### config.mk
export PLATFORM = sky130hd
export DESIGN_NAME = sd_deserializer
export DESIGN_NICKNAME = d
export VERILOG_FILES = /design/src/rtl/sd_deserializer.sv
export SDC_FILE = /design/constraint.sdc
export NUM_CORES = 1
export LEC_CHECK = 0
export BUFFER_PORTS_ARGS = -buffer_cell sky130_fd_sc_hd__buf_2
export CORE_MARGIN = 2
export CORE_UTILIZATION = 50
export CTS_CLUSTER_DIAMETER = 60
export DETAILED_ROUTE_END_ITERATION = 8
export PLACE_DENSITY = 0.72
export SYNTH_ARGS = -nofsm -noshare
export SYNTH_HDL_FRONTEND = slang
export SYNTH_SLANG_ARGS = --single-unit
### constraint.sdc
create_clock -name clk -period 5 [get_ports clk]
set_input_delay 1 -clock clk [delete_from_list [all_inputs] [get_ports clk]]
set_output_delay 1 -clock clk [all_outputs]
set_load 0.005 [all_outputs]
### src/rtl/sd_deserializer.sv
// sd_deserializer: slave-receive serial-data deserializer.
// Builds MSB-first L/R words and hands them out through a one-entry valid/ready register.

package sd_pkg;

    typedef enum logic [1:0] {
        IDLE,
        L,
        R
    } ws_state_t;

    typedef enum logic [1:0] {
        MT,
        ST,
        MR,
        SR
    } mode_t;

    typedef enum logic {
        f16bits,
        f32bits
    } frame_size_t;

    typedef struct packed {
        mode_t       mode;
        logic        stop;
        frame_size_t frame_size;
    } OP_t;

endpackage

module sd_deserializer
    import sd_pkg::*;
(
    input  logic        clk,
    input  logic        rst_,
    input  OP_t         OP,
    input  ws_state_t   state,
    input  logic        sd,
    input  logic        rx_ready,
    input  logic        cnt_clr,
    output logic [31:0] rx_data,
    output logic        rx_chan,
    output logic        rx_valid,
    output logic        frame_err,
    output logic        overrun,
    output logic [7:0]  err_cnt,
    output logic [7:0]  ovr_cnt
);

    typedef enum logic {
        WAIT,
        SHIFT
    } fsm_t;

    fsm_t        fsm_q;
    fsm_t        fsm_d;
    ws_state_t   prev_state;
    logic [30:0] sh_q;
    logic [30:0] sh_d;
    logic [31:0] sh_next;
    logic [4:0]  left_q;
    logic [4:0]  left_d;
    logic        chan_q;
    logic        chan_d;
    logic        f32_q;
    logic        f32_d;
    logic        en;
    logic        changed;
    logic        boundary;
    logic        start;
    logic        trunc;
    logic        done;
    logic        xfer;
    logic        load;
    logic        drop;

    assign en       = ((OP.mode == SR) || (OP.mode == MR)) && !OP.stop;
    assign changed  = (state != prev_state);
    assign boundary = changed && ((state == L) || (state == R));
    // The completed word is the bits gathered so far plus the one on the line now.
    assign sh_next  = {sh_q, sd};

    assign xfer = rx_valid && rx_ready;
    assign load = done && (!rx_valid || rx_ready);
    assign drop = done && rx_valid && !rx_ready;

    // Channel state history for boundary detection.
    always_ff @(posedge clk or negedge rst_) begin
        if (!rst_) begin
            prev_state <= IDLE;
        end else begin
            prev_state <= state;
        end
    end

    // FSM and shift datapath registers.
    always_ff @(posedge clk or negedge rst_) begin
        if (!rst_) begin
            fsm_q  <= WAIT;
            sh_q   <= '0;
            left_q <= '0;
            chan_q <= 1'b0;
            f32_q  <= 1'b0;
        end else begin
            fsm_q  <= fsm_d;
            sh_q   <= sh_d;
            left_q <= left_d;
            chan_q <= chan_d;
            f32_q  <= f32_d;
        end
    end

    // Next-state: start on a boundary, shift until bit 0, abort on early state change.
    always_comb begin
        fsm_d  = fsm_q;
        sh_d   = sh_q;
        left_d = left_q;
        chan_d = chan_q;
        f32_d  = f32_q;
        start  = 1'b0;
        trunc  = 1'b0;
        done   = 1'b0;
        if (!en) begin
            fsm_d = WAIT;
        end else begin
            unique case (fsm_q)
                WAIT: begin
                    start = boundary;
                end
                SHIFT: begin
                    if (changed) begin
                        trunc = 1'b1;
                        start = boundary;
                        if (!boundary) begin
                            fsm_d = WAIT;
                        end
                    end else begin
                        sh_d   = sh_next[30:0];
                        left_d = left_q - 5'd1;
                        if (left_q == 5'd1) begin
                            done  = 1'b1;
                            fsm_d = WAIT;
                        end
                    end
                end
            endcase
            if (start) begin
                fsm_d  = SHIFT;
                sh_d   = {30'b0, sd};
                chan_d = (state == R);
                f32_d  = (OP.frame_size == f32bits);
                left_d = (OP.frame_size == f32bits) ? 5'd31 : 5'd15;
            end
        end
    end

    // Single-entry output register with valid/ready handshake.
    always_ff @(posedge clk or negedge rst_) begin
        if (!rst_) begin
            rx_data  <= '0;
            rx_chan  <= 1'b0;
            rx_valid <= 1'b0;
        end else begin
            if (load) begin
                rx_data  <= sh_next;
                rx_chan  <= chan_q;
                rx_valid <= 1'b1;
            end else if (xfer) begin
                rx_valid <= 1'b0;
            end
        end
    end

    // Registered one-cycle error pulses.
    always_ff @(posedge clk or negedge rst_) begin
        if (!rst_) begin
            frame_err <= 1'b0;
            overrun   <= 1'b0;
        end else begin
            frame_err <= trunc;
            overrun   <= drop;
        end
    end

    // Saturating error counters; clear wins over increment.
    always_ff @(posedge clk or negedge rst_) begin
        if (!rst_) begin
            err_cnt <= '0;
            ovr_cnt <= '0;
        end else if (cnt_clr) begin
            err_cnt <= '0;
            ovr_cnt <= '0;
        end else begin
            if (trunc && (err_cnt != 8'hFF)) begin
                err_cnt <= err_cnt + 8'd1;
            end
            if (drop && (ovr_cnt != 8'hFF)) begin
                ovr_cnt <= ovr_cnt + 8'd1;
            end
        end
    end

endmodule
Yosys cells after proc, flatten, opt, wreduce, memory -nomap -nowiden
Index checks and enable logic that the tools add are counted.
{ "totals": {"ff_bits": 92, "input_bits": 11, "output_inout_bits": 52, "wordCells": 74} }
{ "classes": {"add_sub_neg": 3, "n_eq_ne": 9, "n_mux": 29, "n_bitwise": 1, "reduce_logical": 20} }
{ "ops": {"columns": ["cell", "count"], "rows": [
  ["31-bit two-way mux", 3],
  ["8-bit two-way mux", 4],
  ["5-bit two-way mux", 4],
  ["1-bit two-way mux", 17],
  ["8-bit by 1-bit adder with 8-bit output (second input constant)", 2],
  ["8-bit != test (second input constant)", 2],
  ["1-bit logical AND", 8],
  ["2-bit nonzero test", 4],
  ["2-bit equality test (second input constant)", 3],
  ["5-bit by 1-bit equality test with 1-bit output (second input constant)", 1],
  ["5-bit by 1-bit subtractor with 5-bit output (second input constant)", 1],
  ["1-bit logical NOT", 3],
  ["1-bit logical OR", 3],
  ["3-bit AND reduction", 1],
  ["2-bit by 1-bit equality test with 1-bit output (second input constant)", 1],
  ["2-bit by 1-bit != test with 1-bit output (second input constant)", 1],
  ["2-bit != test", 1],
  ["1-bit case mux with 2 select lines", 1],
  ["2-bit AND reduction", 1],
  ["1-bit inverter", 1]
]} }

Logic depth before layout (Yosys ltp)
{ "depth": {"word_depth": 10, "ltp_mapped": 8, "mapped_depth_nobuf": 6} }

Least setup slack after synthesis
Ideal clock, no wire load.
{ "synth_timing": {"kind": "input port to flip-flop", "start": "input state[0]", "end": "register sh_q[10]", "setup_ns": 0.121, "t_arrival_ns": 2.299, "t_required_ns": 4.879, "path_slack_ns": 2.580, "path_stages": 7, "path_buffers": 1, "path_cell_list": "inv_1 -> ha_1 -> nor3b_1 -> a21boi_1 -> nor2_1 -> buf_2 -> a22o_1"} }
{ "synth_between": {"elab_chain_len": 8, "elab_cells_between_ends": 12, "cone_classes": "4 x eq/ne; 4 x mux; 4 x reduce/logical"} }
{ "synth_rtl": {"columns": ["element", "line_no", "rtl"], "rows": [
  ["from (decl)", "38", "input ws_state_t state,"],
  ["2-bit by 1-bit equality test with 1-bit output / 2-bit equality test (equally long branches)", "80", "assign boundary = changed && ((state == L) || (state == R));"],
  ["1-bit logical OR", "80", null],
  ["1-bit logical AND", "80", null],
  ["1-bit two-way mux", "132", "if (changed) begin"],
  ["1-bit case mux with 2 select lines", "127", "unique case (fsm_q)"],
  ["1-bit two-way mux", "124", "if (!en) begin"],
  ["2-bit by 1-bit != test with 1-bit output (no source line) / 2-bit nonzero test (equally long branches)", null, null],
  ["3-bit AND reduction (no source line)", null, null],
  ["to (signal assigned)", "101", "sh_q <= '0;"],
  ["to (signal assigned)", "107", "sh_q <= sh_d;"],
  ["to (decl)", "59", "logic [30:0] sh_q;"]
]} }
Several ways; a longest one is shown, not always the timed one. The select of a mux whose other input is x is not followed.
A chain may end at the register's enable or synchronous reset.

Final worst setup path
{ "layout_timing": {"start": "input state[0]", "end": "register rx_data[28]"} }
{ "layout_between": {"elab_chain_len": 5} }
{ "layout_rtl": {"columns": ["element", "line_no", "rtl"], "rows": [
  ["2-bit != test", "79", "assign changed = (state != prev_state);"],
  ["1-bit two-way mux", "132", null],
  ["1-bit two-way mux", "127", null],
  ["1-bit two-way mux", "124", null],
  ["1-bit logical AND", "85", "assign load = done && (!rx_valid || rx_ready);"],
  ["to (signal assigned)", "166", "rx_data <= sh_next;"],
  ["to (decl)", "42", "output logic [31:0] rx_data,"]
]} }
Every way passes these cells.

==> reports/qor.txt <==
Yosys top cell area share = 0.5737
Max-slew violation count = 0
DRC = 0
Core area = 7767 um^2
Fmax = 358.0 MHz
Worst r2r dst = rx_data[28]
Max H-tree Level = 3
Hold_buf cts = 0
Fin nets = 370
Largest net degree at the start of global routing = 56
Gr ovfl total = 0
Inserted Diodes = 0
Final TNS setup = 0 ns
Final wirelength = 7361 um
Global-route wire length before repair = 12480 um
Layout cells sized above 1 = 0.3454
Hpwl dp = 4925 um
Worst-margin pin slew = 1.142 ns
Post-Layout Cell Count = 461
Status = complete, no violations
Total clock sinks = 92
Initial core utilization = 0.5166
Setup crit end kind = flip-flop
Fin. Hold Viols = 0
Hold EP = chan_q
Syn nets = 309
Worst R2R Start = left_q[1]
CP Data Arrival Time = 3.04 ns
Finished Core Util = 0.5870
Setup Buffers After CTS = 0
I/O Buffers = 61
CP startpoint kind = input port
Number of flops mapped to enable cells by yosys = 0
Synthesis-stage register bit count = 92
Slew headroom = 0.2387
Clock root cell = clkbuf_8
DR WL/cell = 15.97 um
Tot GR Track Use = 0.1798
Register area share after synthesis = 0.5737
Yosys top cell by area = dfrtp_1
Largest fanout on the critical path = 33
CP required = 5.24 ns
HP Start = chan_q
Leak = 2.394 nW
Fin area = 4559 um^2
Max IR drop VDD = 0.2403 mV
Count leader, synth = dfrtp_1
Post-CTS sizing = 0
Max Cap Viol = 0
Area Overhead vs Synth = 13.63%
Hold slack = 0.4896 ns
Remaining antenna violation count = 0
First drt pass iteration count = 4
Num ports = 63
Post-Place Cells = 445
Fin crit share = 0.5586
Power Density = 291.5 nW/um^2
Flop2flop setup slack = 2.39 ns
Initial antenna violation count = 0
Worst min path class = reg -> reg
Mapped Avg Cell Area = 13.69 um^2
CTS tree = built
Hold Path Depth = 2
Vias per cell = 5.729
Synth cell types = 48
Rows = 32
Clock Skew = 0.009295 ns
Die Height = 93.59 um
Main area contributors after synthesis = dfrtp_1, mux2_4, a22o_1
Reg clk slew, reported paths = 0.09 ns
RSZ-0062 raised after global routing = false
FFs w/ async S/R, synth = 1.000
Final setup fails = 0
Die Area = 8758 um^2
Vias in the first global route = 2549
Final GP Congestion = 0.8398
Cell count after synthesis = 293
Placement Cell Area = 4352 um^2
Synth cell count leaders = dfrtp_1, a22o_1, mux2_4
FF-to-FF path depth = 6
Top FF cell, synth = dfrtp_1
Via count = 2641
Iteration-0 DRC Markers = 144
Num CTS Buffers = 9
Cell area after synthesis = 4013 um^2
Tmin final = 2.793 ns
Width of the die = 93.59 um
Ys Warns = 0
Worst-Skew Late Latency = 0.36 ns
CTS max path bufs = 2
Critical setup path kind = in -> reg
layout by cell type (no fill, tap or decap), types with 8 or more instances in the layout:
master	instances
clkbuf_8	9
nand3_1	8
nand2_1	9
buf_2	60
inv_1	8
dfrtp_1	92
nor2_1	9
a21oi_1	10
a22o_1	30
mux2_4	30
registers in the layout (all words and copies together) (netlist names), 2 cells and up:
register / flops
sh_q: 31
left_q: 5
rx_data: 32
prev_state: 2
ovr_cnt: 8
err_cnt: 8
layout make-up:
type	count	area, um^2
sequential	92	2302
clock inverter	7	83.83
timing repair buffer	64	330.3
fill	655	3208
inverter	8	30.03
tap	102	127.6
multi-input combinational	179	1562
clock buffer	9	123.9
report_power, final:
part	internal, mW	total (mW)	switching [mW]
logic	0.0161	0.0532	0.0370
registers	0.753	0.763	0.00939
clock network	0.240	0.513	0.273
total	1.01	1.33	0.320
worst max-delay path by stage:
stage               startpoint     endpoint  slack [ns]  cells past startpoint
detailed placement    state[0]  rx_data[21]        1.80                      5
floorplan             state[0]     sh_q[10]        2.58                      7
global route          state[0]  rx_data[28]        2.04                      5
CTS                   state[0]   rx_data[5]        2.18                      5
global placement      state[0]   rx_data[6]        1.83                      5
finish                state[0]  rx_data[28]        2.21                      5
cell families (layout without fill, tap and decap cells):
group                    after synthesis  in the layout  share of synthesized area
AO/OA/AOI/OAI                         68             68                     0.1297
XOR/XNOR                               5              5                    0.01466
adder cells (fa/ha/maj)                5              5                    0.01559
buffers and inverters                 22             88                    0.03960
flip-flops                            92             92                     0.5737
multiplexers                          36             36                     0.1288
AND/OR/NAND/NOR                       65             65                    0.09791
through the flow:
step / setup slack (ns) / power, mW
6_report: 2.207 / 1.329
5_1_grt: 2.041 / 1.384
4_1_cts: 2.181 / 1.347
3_5_place_dp: 1.796 / 0.8319
3_3_place_gp: 1.831 / 0.8306
2_1_floorplan: 2.580 / 0.8042
routing by layer:
| layer | part of all wire | up-vias | global-route usage |
|---|---|---|---|
| met4 | 0.0094 | 0 | 0.05072 |
| met3 | 0.044 | 8 | 0.04029 |
| met5 | 0 | - | 0 |
| met1 | 0.48 | 1334 | 0.2555 |
| li1 | - | 1234 | - |
| met2 | 0.46 | 65 | 0.2800 |
critical path: stages:
cell and delay [ns]:
buf_2 0.13, xnor2_2 0.35, nand4_2 0.22, nand2b_2 0.76, mux2_4 0.54
Power figures use the tool's default switching activity.
